**src/rtl/uart_pkg.sv**
```systemverilog
// uart_pkg: register map, status bit positions and RX state encoding shared by
// the UART controller and its receiver.
`default_nettype none

package uart_pkg;

  localparam int WORD_W      = 32;
  localparam int UART_ADDR_W = 2;

  localparam logic [UART_ADDR_W-1:0] UART_ADDR_STATUS = 2'd0;
  localparam logic [UART_ADDR_W-1:0] UART_ADDR_DATA   = 2'd1;

  localparam int STAT_RX_DONE = 0;
  localparam int STAT_TX_DONE = 1;
  localparam int STAT_RX_BUSY = 2;
  localparam int STAT_TX_BUSY = 3;
  localparam int STAT_LOOP    = 4;

  localparam int UART_DIV_RATE = 868;

  typedef enum logic [1:0] {
    RX_IDLE  = 2'd0,
    RX_START = 2'd1,
    RX_DATA  = 2'd2,
    RX_STOP  = 2'd3
  } rx_state_t;

endpackage

`default_nettype wire

```
**src/rtl/uart_rx.sv**
```systemverilog
// uart_rx: two-flop synchroniser and 8N1 receive state machine.
// rx_end pulses for one cycle when a frame with a valid stop bit completes.
`default_nettype none

module uart_rx
  import uart_pkg::*;
#(
  parameter int DIV_RATE = UART_DIV_RATE
) (
  input  logic       clk,
  input  logic       reset_,
  input  logic       rx,
  output logic [7:0] rx_data,
  output logic       rx_end,
  output logic       rx_busy
);

  localparam int CNT_W = $clog2(DIV_RATE);
  localparam logic [CNT_W-1:0] FULL = CNT_W'(DIV_RATE - 1);
  localparam logic [CNT_W-1:0] HALF = CNT_W'(DIV_RATE / 2 - 1);

  logic             sync1, sync2, rx_prev;
  rx_state_t        state, state_next;
  logic [CNT_W-1:0] cnt;
  logic [2:0]       bit_cnt;
  logic [7:0]       shift;

  always_ff @(posedge clk or negedge reset_) begin
    if (!reset_) begin
      sync1   <= 1'b1;
      sync2   <= 1'b1;
      rx_prev <= 1'b1;
    end else begin
      sync1   <= rx;
      sync2   <= sync1;
      rx_prev <= sync2;
    end
  end

  always_ff @(posedge clk or negedge reset_) begin
    if (!reset_) state <= RX_IDLE;
    else         state <= state_next;
  end

  always_comb begin
    state_next = state;
    rx_end     = 1'b0;
    case (state)
      RX_IDLE:  if (rx_prev && !sync2) state_next = RX_START;
      RX_START: if (cnt == '0) state_next = sync2 ? RX_IDLE : RX_DATA;
      RX_DATA:  if (cnt == '0 && bit_cnt == 3'd7) state_next = RX_STOP;
      RX_STOP: begin
        if (cnt == '0) begin
          state_next = RX_IDLE;
          rx_end     = sync2;
        end
      end
      default:  state_next = RX_IDLE;
    endcase
  end

  // IDLE preloads the half-bit delay so START samples mid start bit
  always_ff @(posedge clk or negedge reset_) begin
    if (!reset_) begin
      cnt     <= '0;
      bit_cnt <= 3'd0;
      shift   <= 8'd0;
      rx_data <= 8'd0;
    end else begin
      if (state == RX_IDLE) begin
        cnt     <= HALF;
        bit_cnt <= 3'd0;
      end else if (cnt == '0) begin
        cnt <= FULL;
        if (state == RX_DATA) begin
          shift   <= {sync2, shift[7:1]};
          bit_cnt <= bit_cnt + 3'd1;
        end
      end else begin
        cnt <= cnt - 1'b1;
      end
      if (rx_end) rx_data <= shift;
    end
  end

  assign rx_busy = (state != RX_IDLE);

endmodule

`default_nettype wire

```
**src/rtl/uart_ctrl.sv**
```systemverilog
// uart_ctrl: memory-mapped 8N1 UART (STATUS/DATA registers, TX engine, IRQs).
// Optional feature macro: UART_LOOPBACK_EN (STATUS bit4 internal loopback).
`default_nettype none

module uart_ctrl
  import uart_pkg::*;
#(
  parameter int DIV_RATE = UART_DIV_RATE
) (
  input  logic                   clk,
  input  logic                   reset_,
  input  logic                   CS_,
  input  logic                   As_,
  input  logic                   RW,
  input  logic [UART_ADDR_W-1:0] Addr,
  input  logic [WORD_W-1:0]      WrData,
  output logic [WORD_W-1:0]      RdData,
  output logic                   Rdy_,
  output logic                   IRQRx,
  output logic                   IRQTx,
  input  logic                   RX,
  output logic                   TX
);

  localparam int CNT_W = $clog2(DIV_RATE);
  localparam logic [CNT_W-1:0] FULL = CNT_W'(DIV_RATE - 1);

  logic             access, wr_status, tx_start, tx_end;
  logic             rx_done, tx_done, loop, tx_line, rx_in;
  logic             rx_end, rx_busy, tx_busy;
  logic [7:0]       rx_data;
  logic [9:0]       tx_shift;
  logic [CNT_W-1:0] tx_cnt;
  logic [3:0]       tx_bit;
  logic [WORD_W-1:0] rd_mux;
  logic             unused_wrdata;

  assign access    = !CS_ && !As_;
  assign wr_status = access && !RW && (Addr == UART_ADDR_STATUS);
  assign tx_start  = access && !RW && (Addr == UART_ADDR_DATA) && !tx_busy;
  assign tx_end    = tx_busy && (tx_cnt == '0) && (tx_bit == 4'd9);
  assign unused_wrdata = ^{WrData[WORD_W-1:8], WrData[STAT_LOOP]};

`ifdef UART_LOOPBACK_EN
  always_ff @(posedge clk or negedge reset_) begin
    if (!reset_)        loop <= 1'b0;
    else if (wr_status) loop <= WrData[STAT_LOOP];
  end
`else
  assign loop = 1'b0;
`endif

  // Frame shifts out LSB first; ones fill in behind so the line idles high
  always_ff @(posedge clk or negedge reset_) begin
    if (!reset_) begin
      tx_shift <= '1;
      tx_cnt   <= '0;
      tx_bit   <= 4'd0;
      tx_busy  <= 1'b0;
    end else if (tx_start) begin
      tx_shift <= {1'b1, WrData[7:0], 1'b0};
      tx_cnt   <= FULL;
      tx_bit   <= 4'd0;
      tx_busy  <= 1'b1;
    end else if (tx_busy) begin
      if (tx_cnt == '0) begin
        tx_shift <= {1'b1, tx_shift[9:1]};
        tx_cnt   <= FULL;
        tx_bit   <= tx_bit + 4'd1;
        if (tx_bit == 4'd9) tx_busy <= 1'b0;
      end else begin
        tx_cnt <= tx_cnt - 1'b1;
      end
    end
  end

  assign tx_line = tx_shift[0];
  assign TX      = loop ? 1'b1 : tx_line;
  assign rx_in   = loop ? tx_line : RX;

  uart_rx #(.DIV_RATE(DIV_RATE)) u_rx (
    .clk     (clk),
    .reset_  (reset_),
    .rx      (rx_in),
    .rx_data (rx_data),
    .rx_end  (rx_end),
    .rx_busy (rx_busy)
  );

  // Hardware set takes priority over a simultaneous software write
  always_ff @(posedge clk or negedge reset_) begin
    if (!reset_) begin
      rx_done <= 1'b0;
      tx_done <= 1'b0;
    end else begin
      if (rx_end)         rx_done <= 1'b1;
      else if (wr_status) rx_done <= WrData[STAT_RX_DONE];
      if (tx_end)         tx_done <= 1'b1;
      else if (wr_status) tx_done <= WrData[STAT_TX_DONE];
    end
  end

  always_comb begin
    rd_mux = '0;
    case (Addr)
      UART_ADDR_STATUS: begin
        rd_mux[STAT_RX_DONE] = rx_done;
        rd_mux[STAT_TX_DONE] = tx_done;
        rd_mux[STAT_RX_BUSY] = rx_busy;
        rd_mux[STAT_TX_BUSY] = tx_busy;
        rd_mux[STAT_LOOP]    = loop;
      end
      UART_ADDR_DATA: rd_mux[7:0] = rx_data;
      default:        rd_mux = '0;
    endcase
  end

  always_ff @(posedge clk or negedge reset_) begin
    if (!reset_) begin
      Rdy_   <= 1'b1;
      RdData <= '0;
    end else begin
      Rdy_   <= !access;
      RdData <= (access && RW) ? rd_mux : '0;
    end
  end

  assign IRQRx = rx_done;
  assign IRQTx = tx_done;

endmodule

`default_nettype wire

```
**config.mk**
```make
export PLATFORM = sky130hd
export DESIGN_NAME = uart_ctrl
export DESIGN_NICKNAME = d
export VERILOG_FILES = /design/src/rtl/uart_pkg.sv /design/src/rtl/uart_rx.sv /design/src/rtl/uart_ctrl.sv
export SDC_FILE = /design/constraint.sdc
export NUM_CORES = 1
export LEC_CHECK = 0
export ABC_AREA = 1
export CAP_MARGIN = 30
export CORE_UTILIZATION = 55
export DETAILED_ROUTE_END_ITERATION = 10
export PLACE_DENSITY_LB_ADDON = 0.15
export SYNTH_ARGS = -nofsm -noshare
export SYNTH_HDL_FRONTEND = slang
export SYNTH_HIERARCHICAL = 1
export SYNTH_SLANG_ARGS = --single-unit
```
**constraint.sdc**
```tcl
create_clock -name clk -period 2.1 [get_ports clk]
set_input_delay 0.525 -clock clk [delete_from_list [all_inputs] [get_ports clk]]
set_output_delay 0.525 -clock clk [all_outputs]
set_load 0.01 [all_outputs]
```
==> flow_summary_export.csv, run 1 <==
group,metric,value,unit
cells_and_area,layout_commonest_cell,"nand2_1",
drt,wirelength,6133,um
min_path,hp-class,"input port to async pin",
floorplanning,die_h,81.15,um
timing,rsz0062_at_grt,"false",
clocking,cts_tree,"built",
placement,dpl_cell_area,3701,sq um
critical_path,cp-startpoint,"tx_shift[0]",
synthesis,synth_top_area_cell,"dfrtp_1",
critical_path,cp.arrival,1.41,ns
critical_path,cp_top_family,"flip-flops",
drt,via_count,2534,
power_and_ir_drop,leakage,1.875,nW
placement,port_buffers,27,
clocking,htree_levels,3,
cells_and_area,stdcell_area,3886,sq um
floorplanning,boundaryPins,76,
timing,finalSetupTns,0,ns
clocking,clock_latency,0.35,ns
clocking,cts_resized,0,
clocking,cts_hold_buffers,0,
timing,finalClockSkew,0.01044,ns
drt,drc,0,
critical_path,crit_cells,1,
global_route,grt_usage,0.2123,
timing,fmax,0.5163,GHz
timing,fin_crit,1.937,ns
floorplanning,coreArea,5991,sq um
clocking,cts_inserted_buffers,9,
floorplanning,initial_utilization,0.5752,
timing,hold_violations,0,
cells_and_area,antenna_cells,0,
critical_path,end_kind,"output pin",
power_and_ir_drop,switching_share,0.3036,
power_and_ir_drop,switchingPower,885.5,uW
timing,fin_crit_sh,0.9223,
power_and_ir_drop,pwr_density_cell,750.5,nW/um^2
synthesis,synth_warnings,6,
cells_and_area,final_cell_mix,"nand2_1, dfrtp_1, inv_1",
power_and_ir_drop,p_int,2.031,mW
floorplanning,die_w,81.15,um
critical_path,critPathLaunchType,"flop",
drt,antenna_left,0,
power_and_ir_drop,p_comb_frac,0.156,
cells_and_area,drive_above_1_share,0.1451,
synthesis,synth_area,3446,sq um
timing,finalSetupViolCount,0,
cells_and_area,final_util,0.6487,
critical_path,r2r-start,"u_rx/cnt[0]",
global_route,grt_max_degree,70,
synthesis,netlist_instances,400,
critical_path,path_buf_inv,1,
global_route,grt_pass1_vias,2407,
clocking,clkTransAtPathRegs,0.08,ns
cells_and_area,area_growth,12.78,%
placement,dp_hpwl,4333,um
critical_path,crit_required,1.57,ns
cells_and_area,nets,482,
critical_path,r2r_cells,7,
floorplanning,num_rows,28,
synthesis,synth_cell_type_count,30,
timing,fin_ws,0.1632,ns
global_route,overflow,0,
timing,slew_viol_final,0,
placement,dp_slack,0.09655,ns
synthesis,yosysTopAreaCellShare,0.4067,
job,drv_cap,0,
clocking,cts_root_buffer,"clkbuf_8",
power_and_ir_drop,p_clk_frac,0.341,
placement,gp_congestion,0.7589,
floorplanning,die_area,6585,sq um
critical_path,worstPathCellList,"clkdlybuf4s50_1",
global_route,grt_pass1_wl,10370,um
synthesis,seq_area_frac_synth,0.5058,
synthesis,synth.avg_cell_area,8.615,sq um
synthesis,synthTopCellsByArea,"dfrtp_1, nand2_1, dfstp_2, buf_4, inv_1",
power_and_ir_drop,seq_power_share,0.503,
status,status,"complete, no violations",
critical_path,cp_max_fo,2,
power_and_ir_drop,irDropWorstVdd,0.5320,mV
critical_path,cp_slowest_cell,"dfstp_2",
synthesis,synth-seq-cells,69,
clocking,cts_buffer_depth,2,
drt,dr.first_iter.drc_count,123,
critical_path,critPathMaxStageDelay,0.54,ns
drt,viasPerCell,4.911,
clocking,post_cts_buffers,0,
cells_and_area,fillers,522,
global_route,antenna_found_initial,0,
clocking,cts.sink_count,69,
critical_path,path_class,"flop to output pin",
drt,drtPass1Iterations,4,
drt,wl_per_cell,11.89,um
## state kept, by name (all words and copies together) (netlist names), named ones only
| signal | count |
|---|---|
| u_rx/cnt | 10 |
| Rdy_ | 1 |
| IRQRx | 1 |
| IRQTx | 1 |
| u_rx/shift | 8 |
| u_rx/rx_prev | 1 |
| u_rx/sync2 | 1 |
| u_rx/bit_cnt | 3 |
| tx_bit | 4 |
| RdData | 8 |
| u_rx/state | 1 |
| tx_busy | 1 |
| u_rx/rx_data | 8 |
| tx_cnt | 10 |
| tx_shift | 9 |
| u_rx/sync1 | 1 |
## stage by stage
stage / hold slack (ns) / total power [mW] / std cells
after floorplan: 0.2294 / 1.814 / 423
after global placement: 0.3461 / 1.929 / 500
after detailed placement: 0.3475 / 1.950 / 500
after CTS: 0.1887 / 2.950 / 516
after global routing: 0.2084 / 3.089 / 516
final: 0.1747 / 2.916 / 516
## cells by family after synthesis
| kind of cell | count (synthesis) | share of synthesized area |
|---|---|---|
| other | 1 | 0.001088 |
| flip-flops | 69 | 0.5058 |
| buffers and inverters | 78 | 0.1209 |
| AO/OA/AOI/OAI | 44 | 0.07371 |
| adder cells (fa/ha/maj) | 6 | 0.02179 |
| AND/OR/NAND/NOR | 196 | 0.2614 |
| XOR/XNOR | 6 | 0.01525 |
## path summary, 6_finish.rpt
check / endpoint / slack, ns
worst min-delay path: u_rx/cnt[3] / 0.17
worst max-delay path: TX / 0.16
worst max register to register: u_rx/rx_data[7] / 0.33
max in group asynchronous: tx_shift[5] / 1.58
min in group clk: u_rx/sync2 / 0.36
worst min register to register: u_rx/sync2 / 0.36
## power groups by stage
| stage | combinational (mW) | sequential [mW] | clock (mW) |
|---|---|---|---|
| after floorplan | 0.333 | 1.48 | 0 |
| after global placement | 0.441 | 1.49 | 0 |
| after detailed placement | 0.461 | 1.49 | 0 |
| after CTS | 0.461 | 1.47 | 1.02 |
| after global routing | 0.527 | 1.48 | 1.09 |
| final | 0.454 | 1.47 | 0.996 |
## Yosys cell counts
library cell and number:
a21oi_1 10, nor2_4 1, o22ai_1 3, nor3_1 2, nor2_1 30, xor2_1 5
and3b_1 1, nor2_2 8, buf_6 4, nand3_1 29, inv_1 45, and2_1 1
nand2_8 1, buf_4 25, nand3_2 2, ha_1 6, conb_1 1, xnor2_1 1
o21ai_0 23, nand2_1 113, nand2_2 2, nand3_4 1, dfstp_2 13, nand3b_1 2
or2_2 1, nand4_4 1, o21ai_2 8, nor2_8 1, inv_2 4, dfrtp_1 56
## layout make-up
type                       count  area (sq um)  area share
timing repair buffer          31         307.8     0.07920
tap                           75         93.84     0.02415
multi-input combinational    276          1373      0.3532
clock inverter                 6         47.55     0.01223
sequential                    69          1743      0.4485
clock buffer                  10         137.6     0.03542
inverter                      49         183.9     0.04733
## metal layers
layer	wire, um	up-vias	GRT usage
met5	0	-	0
met1	2769	1204	0.2540
met4	46	0	0.06964
met3	217	4	0.06742
met2	3100	47	0.3613
li1	-	1279	-
Note: power is estimated with default switching activity, not from simulation.
==> run 2: changes to the inputs <==
--- a/config.mk
+++ b/config.mk
@@ -8,4 +8,4 @@
 export ABC_AREA = 1
-export CAP_MARGIN = 30
-export CORE_UTILIZATION = 55
+export CAP_MARGIN = 20
+export CORE_UTILIZATION = 50
 export DETAILED_ROUTE_END_ITERATION = 10
==> constraint.sdc (replaced) <==
create_clock -name clk -period 2.1 [get_ports clk]
set_input_delay 0.21 -clock clk [delete_from_list [all_inputs] [get_ports clk]]
set_output_delay 0.21 -clock clk [all_outputs]
set_load 0.01 [all_outputs]
==> run 2 against run 1 <==
Compared with the run above:
- via count decreased by 1.1%
- critical endpoint is now u_rx/bit_cnt[0]
- utilization shrank 4.3 points
- routed wire length shrank 1.7%
- combinational power is essentially flat
- register-to-register slack improved by 0.07 ns
- largest power group unchanged
- final area grew 1.3%
==> flow_summary_export.csv, run 2 (synthesized netlist as in run 1, its figures left out) <==
group,metric,value,unit
floorplanning,die_h,85.02,um
drt,dr.first_iter.drc_count,116,
timing,finalSetupTns,0,ns
critical_path,worstPathCellList,"inv_1 -> ha_1 -> nand2_1 -> nor2_2 -> nand3_4 -> nand2_1 -> nand2_1 -> nand2_1 -> nand2_1",
placement,port_buffers,27,
floorplanning,num_rows,29,
critical_path,critPathMaxStageDelay,0.39,ns
drt,wirelength,6026,um
global_route,grt_max_degree,28,
clocking,cts.sink_count,69,
global_route,antenna_found_initial,0,
critical_path,r2r_cells,9,
global_route,grt_usage,0.1851,
floorplanning,boundaryPins,76,
drt,via_count,2506,
clocking,cts_inserted_buffers,9,
timing,slew_headroom,0.5966,
timing,worst_pin_slew,0.6051,ns
critical_path,crit_cells,9,
critical_path,end_kind,"flop",
placement,dp_hpwl,4371,um
cells_and_area,antenna_cells,0,
timing,finalClockSkew,0.008077,ns
cells_and_area,final_util,0.6060,
critical_path,cp-startpoint,"u_rx/cnt[0]",
critical_path,cp.arrival,1.93,ns
placement,gp_congestion,0.7895,
floorplanning,die_w,85.02,um
timing,hold_violations,0,
power_and_ir_drop,pwr_density_cell,775.2,nW/um^2
cells_and_area,reg_top3,"tx_cnt (10), u_rx/cnt (10), tx_shift (9)",
min_path,hp-class,"input port to flop",
clocking,cts_buffer_depth,2,
floorplanning,die_area,7228,sq um
critical_path,r2r-start,"u_rx/cnt[0]",
clocking,clock_latency,0.34,ns
power_and_ir_drop,p_total,3.052,mW
cells_and_area,layout_commonest_cell,"nand2_1",
clocking,htree_levels,3,
timing,fin_crit_sh,0.8077,
drt,wl_per_cell,11.61,um
clocking,cts_resized,0,
critical_path,path_class,"flop to flop",
job,drv_cap,0,
global_route,grt_pass1_wl,10350,um
clocking,cts_root_buffer,"clkbuf_8",
critical_path,cp_slowest_cell,"dfrtp_1",
timing,timing.hold.ws,0.2753,ns
min_path,hp-start,"RX",
critical_path,crit_required,2.33,ns
power_and_ir_drop,leakage,1.902,nW
placement,placed_cells,502,
global_route,overflow,0,
status,status,"complete, no violations",
timing,finalSetupViolCount,0,
critical_path,cp_max_fo,7,
global_route,grt_pass1_vias,2274,
clocking,cts_tree,"built",
cells_and_area,instances_no_fill,519,
cells_and_area,nets,483,
min_path,whs_path_depth,1,
power_and_ir_drop,irDropWorstVdd,0.3825,mV
cells_and_area,drive_above_1_share,0.1448,
floorplanning,coreArea,6495,sq um
drt,drc,0,
floorplanning,initial_utilization,0.5305,
timing,fin_crit,1.696,ns
critical_path,cp_top_family,"simple AND/OR/NAND/NOR gates",
cells_and_area,final_cell_mix,"nand2_1, dfrtp_1, inv_1",
critical_path,path_buf_inv,1,
clocking,clkTransAtPathRegs,0.08,ns
cells_and_area,area_growth,14.23,%
drt,viasPerCell,4.829,
drt,antenna_left,0,
timing,rsz0062_at_grt,"false",
critical_path,critPathLaunchType,"flop",
timing,fmax,0.5895,GHz
drt,drtPass1Iterations,4,
critical_path,cp_common_cell,"nand2_1",
timing,slew_viol_final,0,
run 2: changes by cell type in the layout (fill, tap and decap cells not counted), sizes merged:
cell | previous run | this run
dlygate4sd3 | 0 | 1
clkinvlp | 1 | 0
clkbuf | 10 | 12
inv | 50 | 49
clkinv | 4 | 3
bufinv | 0 | 1
run 2: worst paths after layout:
kind                              endpoint  slack, ns
max                        u_rx/bit_cnt[0]       0.40
min in group asynchronous      u_rx/cnt[5]       0.40
min                             u_rx/sync1       0.28
min reg2reg                     u_rx/sync2       0.36
max in group asynchronous      tx_shift[3]       1.05
max reg2reg                u_rx/bit_cnt[0]       0.40
run 2: worst register-to-register path, cell delays in order (launching register included):
cell     delay [ns]
dfrtp_1        0.39
inv_1          0.10
ha_1           0.19
nand2_1        0.09
nor2_2         0.15
nand3_4        0.16
nand2_1        0.22
nand2_1        0.14
nand2_1        0.09
nand2_1        0.06
run 2: final cells by class:
cell class / instances / area (sq um)
clock buffer: 12 / 165.2
clock inverter: 4 / 45.04
fill: 576 / 2559
inverter: 49 / 183.9
multi-input combinational: 276 / 1373
sequential: 69 / 1743
tap: 77 / 96.34
timing repair buffer: 32 / 330.3
run 2: power breakdown:
part / internal [mW] / switching (mW) / total, mW / leakage, nW
logic: 0.161 / 0.294 / 0.455 / 0.953
clock network: 0.640 / 0.491 / 1.13 / 0.112
registers: 1.41 / 0.0604 / 1.47 / 0.837
total: 2.21 / 0.845 / 3.05 / 1.90
run 2: per-layer routing:
| layer | wire [um] | up-vias | GRT usage |
|---|---|---|---|
| met5 | 0 | - | 0 |
| met4 | 119 | 0 | 0.09091 |
| met3 | 254 | 9 | 0.04377 |
| met2 | 2705 | 68 | 0.2764 |
| met1 | 2947 | 1148 | 0.2547 |
| li1 | - | 1281 | - |
run 2: metrics by stage:
step                      worst slack, ns  cell area (sq um)
after CTS                          0.3832               3936
after global routing               0.2351               3936
final                              0.4037               3936
after detailed placement           0.3635               3716
after floorplan                    0.6759               3532
after global placement             0.3835               3716
run 2: what timing repair did:
item                      in CTS  in global routing
hold buffers                   1                  0
buffers inserted               0                  0
hold endpoints to repair      19                  0
==> run 3: changes to the inputs <==
CORE_UTILIZATION = 46   (was 50)
clock period = 1.5 ns   (was 2.1 ns; I/O delays follow)
==> run 3 against run 2 <==
Compared with the run above:
- sequential power up 40%
- routed wire length up 8.7%
- sequential share of layout area down 3.2 points
- clock power up 35%
- sequential cell count unchanged
- combinational power up 85%
- global-route usage down 0.12 points
- total power up 45%
- via count up 3.8%
- setup slack worse by 0.40 ns
- cell count up 8.1%
- first-iteration DRC count up 14%
- critical endpoint is now u_rx/bit_cnt[1]
==> flow_summary_export.csv, run 3 (synthesized netlist as in run 1, its figures left out) <==
group,metric,value,unit
job,drv_cap,0,
critical_path,cp_slowest_cell,"dfrtp_1",
placement,gp_congestion,0.7566,
critical_path,cp_max_fo,8,
critical_path,worstPathCellList,"inv_2 -> ha_4 -> nand2_4 -> nor2_4 -> nand3_4 -> nand2_4 -> nand2_2 -> nand2_1 -> nand2_1",
cells_and_area,antenna_cells,0,
floorplanning,num_rows,31,
clocking,clock_latency,0.35,ns
clocking,clkTransAtPathRegs,0.08,ns
timing,fin_crit_sh,0.9984,
critical_path,crit_required,1.74,ns
timing,fmax,0.6678,GHz
clocking,cts_buffer_depth,2,
global_route,overflow,0,
critical_path,end_kind,"flop",
clocking,cts_inserted_buffers,9,
cells_and_area,reg_top3,"tx_cnt (10), u_rx/cnt (10), tx_shift (9)",
critical_path,cp.arrival,1.74,ns
floorplanning,die_h,88.55,um
drt,viasPerCell,4.635,
critical_path,critPathLaunchType,"flop",
clocking,htree_levels,3,
floorplanning,boundaryPins,76,
drt,antenna_left,0,
clocking,cts_root_buffer,"clkbuf_8",
min_path,hp-class,"input port to flop",
timing,finalSetupViolCount,0,
drt,via_count,2600,
cells_and_area,nets,503,
drt,drtPass1Iterations,4,
floorplanning,coreArea,7253,sq um
global_route,grt_pass1_vias,2352,
cells_and_area,area_growth,23.17,%
placement,dpl_cell_area,3876,sq um
critical_path,r2r_end,"u_rx/bit_cnt[1]",
placement,dp_hpwl,4344,um
power_and_ir_drop,irDropWorstVdd,0.4941,mV
cells_and_area,layout_commonest_cell,"nand2_1",
global_route,grt_max_degree,70,
placement,port_buffers,27,
timing,finalClockSkew,0.009609,ns
timing,slew_viol_final,0,
timing,fin_ws,0.002472,ns
floorplanning,die_area,7841,sq um
timing,rsz0062_at_grt,"true",
drt,wirelength,6551,um
min_path,hp-start,"RX",
global_route,grt_usage,0.1839,
placement,dp_slack,-0.07632,ns
power_and_ir_drop,pwr_density_cell,1043,nW/um^2
critical_path,critPathMaxStageDelay,0.40,ns
critical_path,cp_top_family,"simple AND/OR/NAND/NOR gates",
cells_and_area,final_cell_mix,"nand2_1, dfrtp_1, inv_1",
global_route,grt_pass1_wl,10790,um
cells_and_area,drive_above_1_share,0.2251,
clocking,cts_tree,"built",
critical_path,r2r_cells,9,
cells_and_area,instances_no_fill,561,
drt,wl_per_cell,11.68,um
critical_path,path_buf_inv,1,
critical_path,path_class,"flop to flop",
timing,hold_violations,0,
placement,placed_cells,540,
drt,drc,0,
power_and_ir_drop,p_total,4.428,mW
timing,timing.hold.ws,0.2009,ns
clocking,cts.sink_count,69,
critical_path,r2r-start,"u_rx/cnt[0]",
cells_and_area,stdcell_area,4244,sq um
status,status,"complete, no violations",
critical_path,r2r_slack,0.002,ns
global_route,antenna_found_initial,0,
floorplanning,initial_utilization,0.4751,
floorplanning,die_w,88.55,um
timing,fin_crit,1.498,ns
drt,dr.first_iter.drc_count,132,
min_path,whs_path_depth,1,
min_path,hold_end,"u_rx/sync1",
power_and_ir_drop,leakage,2.006,nW
run 3: changes by cell type in the layout (fill, tap and decap cells not counted), sizes merged, moves of 2 or more:
cell and change:
buf +17, clkbuf -3, clkdlybuf4s50 -2, clkinvlp +2, dlygate4sd2 +2, nor2 +3
run 3: where the power goes:
| part | switching (mW) | total (mW) | internal, mW |
|---|---|---|---|
| clock | 0.748 | 1.52 | 0.772 |
| sequential | 0.0967 | 2.06 | 1.97 |
| combinational | 0.516 | 0.844 | 0.327 |
run 3: worst max-delay path by stage:
stage                           start         endpoint  slack (ns)  cells past startpoint
after floorplan           u_rx/cnt[0]  u_rx/bit_cnt[0]        0.08                      9
after global placement            As_        tx_cnt[7]       -0.04                      7
after detailed placement          As_      tx_shift[3]       -0.08                      7
after CTS                 u_rx/cnt[1]      u_rx/cnt[4]        0.01                      8
after global routing      u_rx/cnt[0]    u_rx/shift[3]       -0.10                      8
final                     u_rx/cnt[0]  u_rx/bit_cnt[1]       0.002                      9
run 3: layout make-up:
type / instances / area (sq um)
fill: 664 / 3009
clock inverter: 7 / 76.32
sequential: 69 / 1743
multi-input combinational: 279 / 1508
inverter: 49 / 186.4
timing repair buffer: 49 / 483.0
tap: 99 / 123.9
clock buffer: 9 / 123.9
run 3: stage by stage:
step	setup TNS, ns	util
2_1_floorplan	0	-
3_3_place_gp	-0.2787	0.5344
3_5_place_dp	-0.9739	0.5344
4_1_cts	0	0.5703
5_1_grt	-1.653	0.5851
6_report	0	0.5851
run 3: timing repair:
item,CTS,global route
gates cloned,2,1
resized for setup,10,32
pin swaps,6,17
hold buffers,1,0
setup endpoints to repair,18,51
endpoints found under the hold margin,56,0
buffers inserted,0,1
run 3: layer usage:
metal  share of wire  routed length [um]  vias to the layer above  track usage
met2            0.48                3126                       53       0.2776
met4           0.017                 112                        0      0.09677
met5               0                   0                        -            0
met1            0.48                3154                     1217       0.2546
li1                -                   -                     1322            -
met3           0.024                 157                        8      0.03078
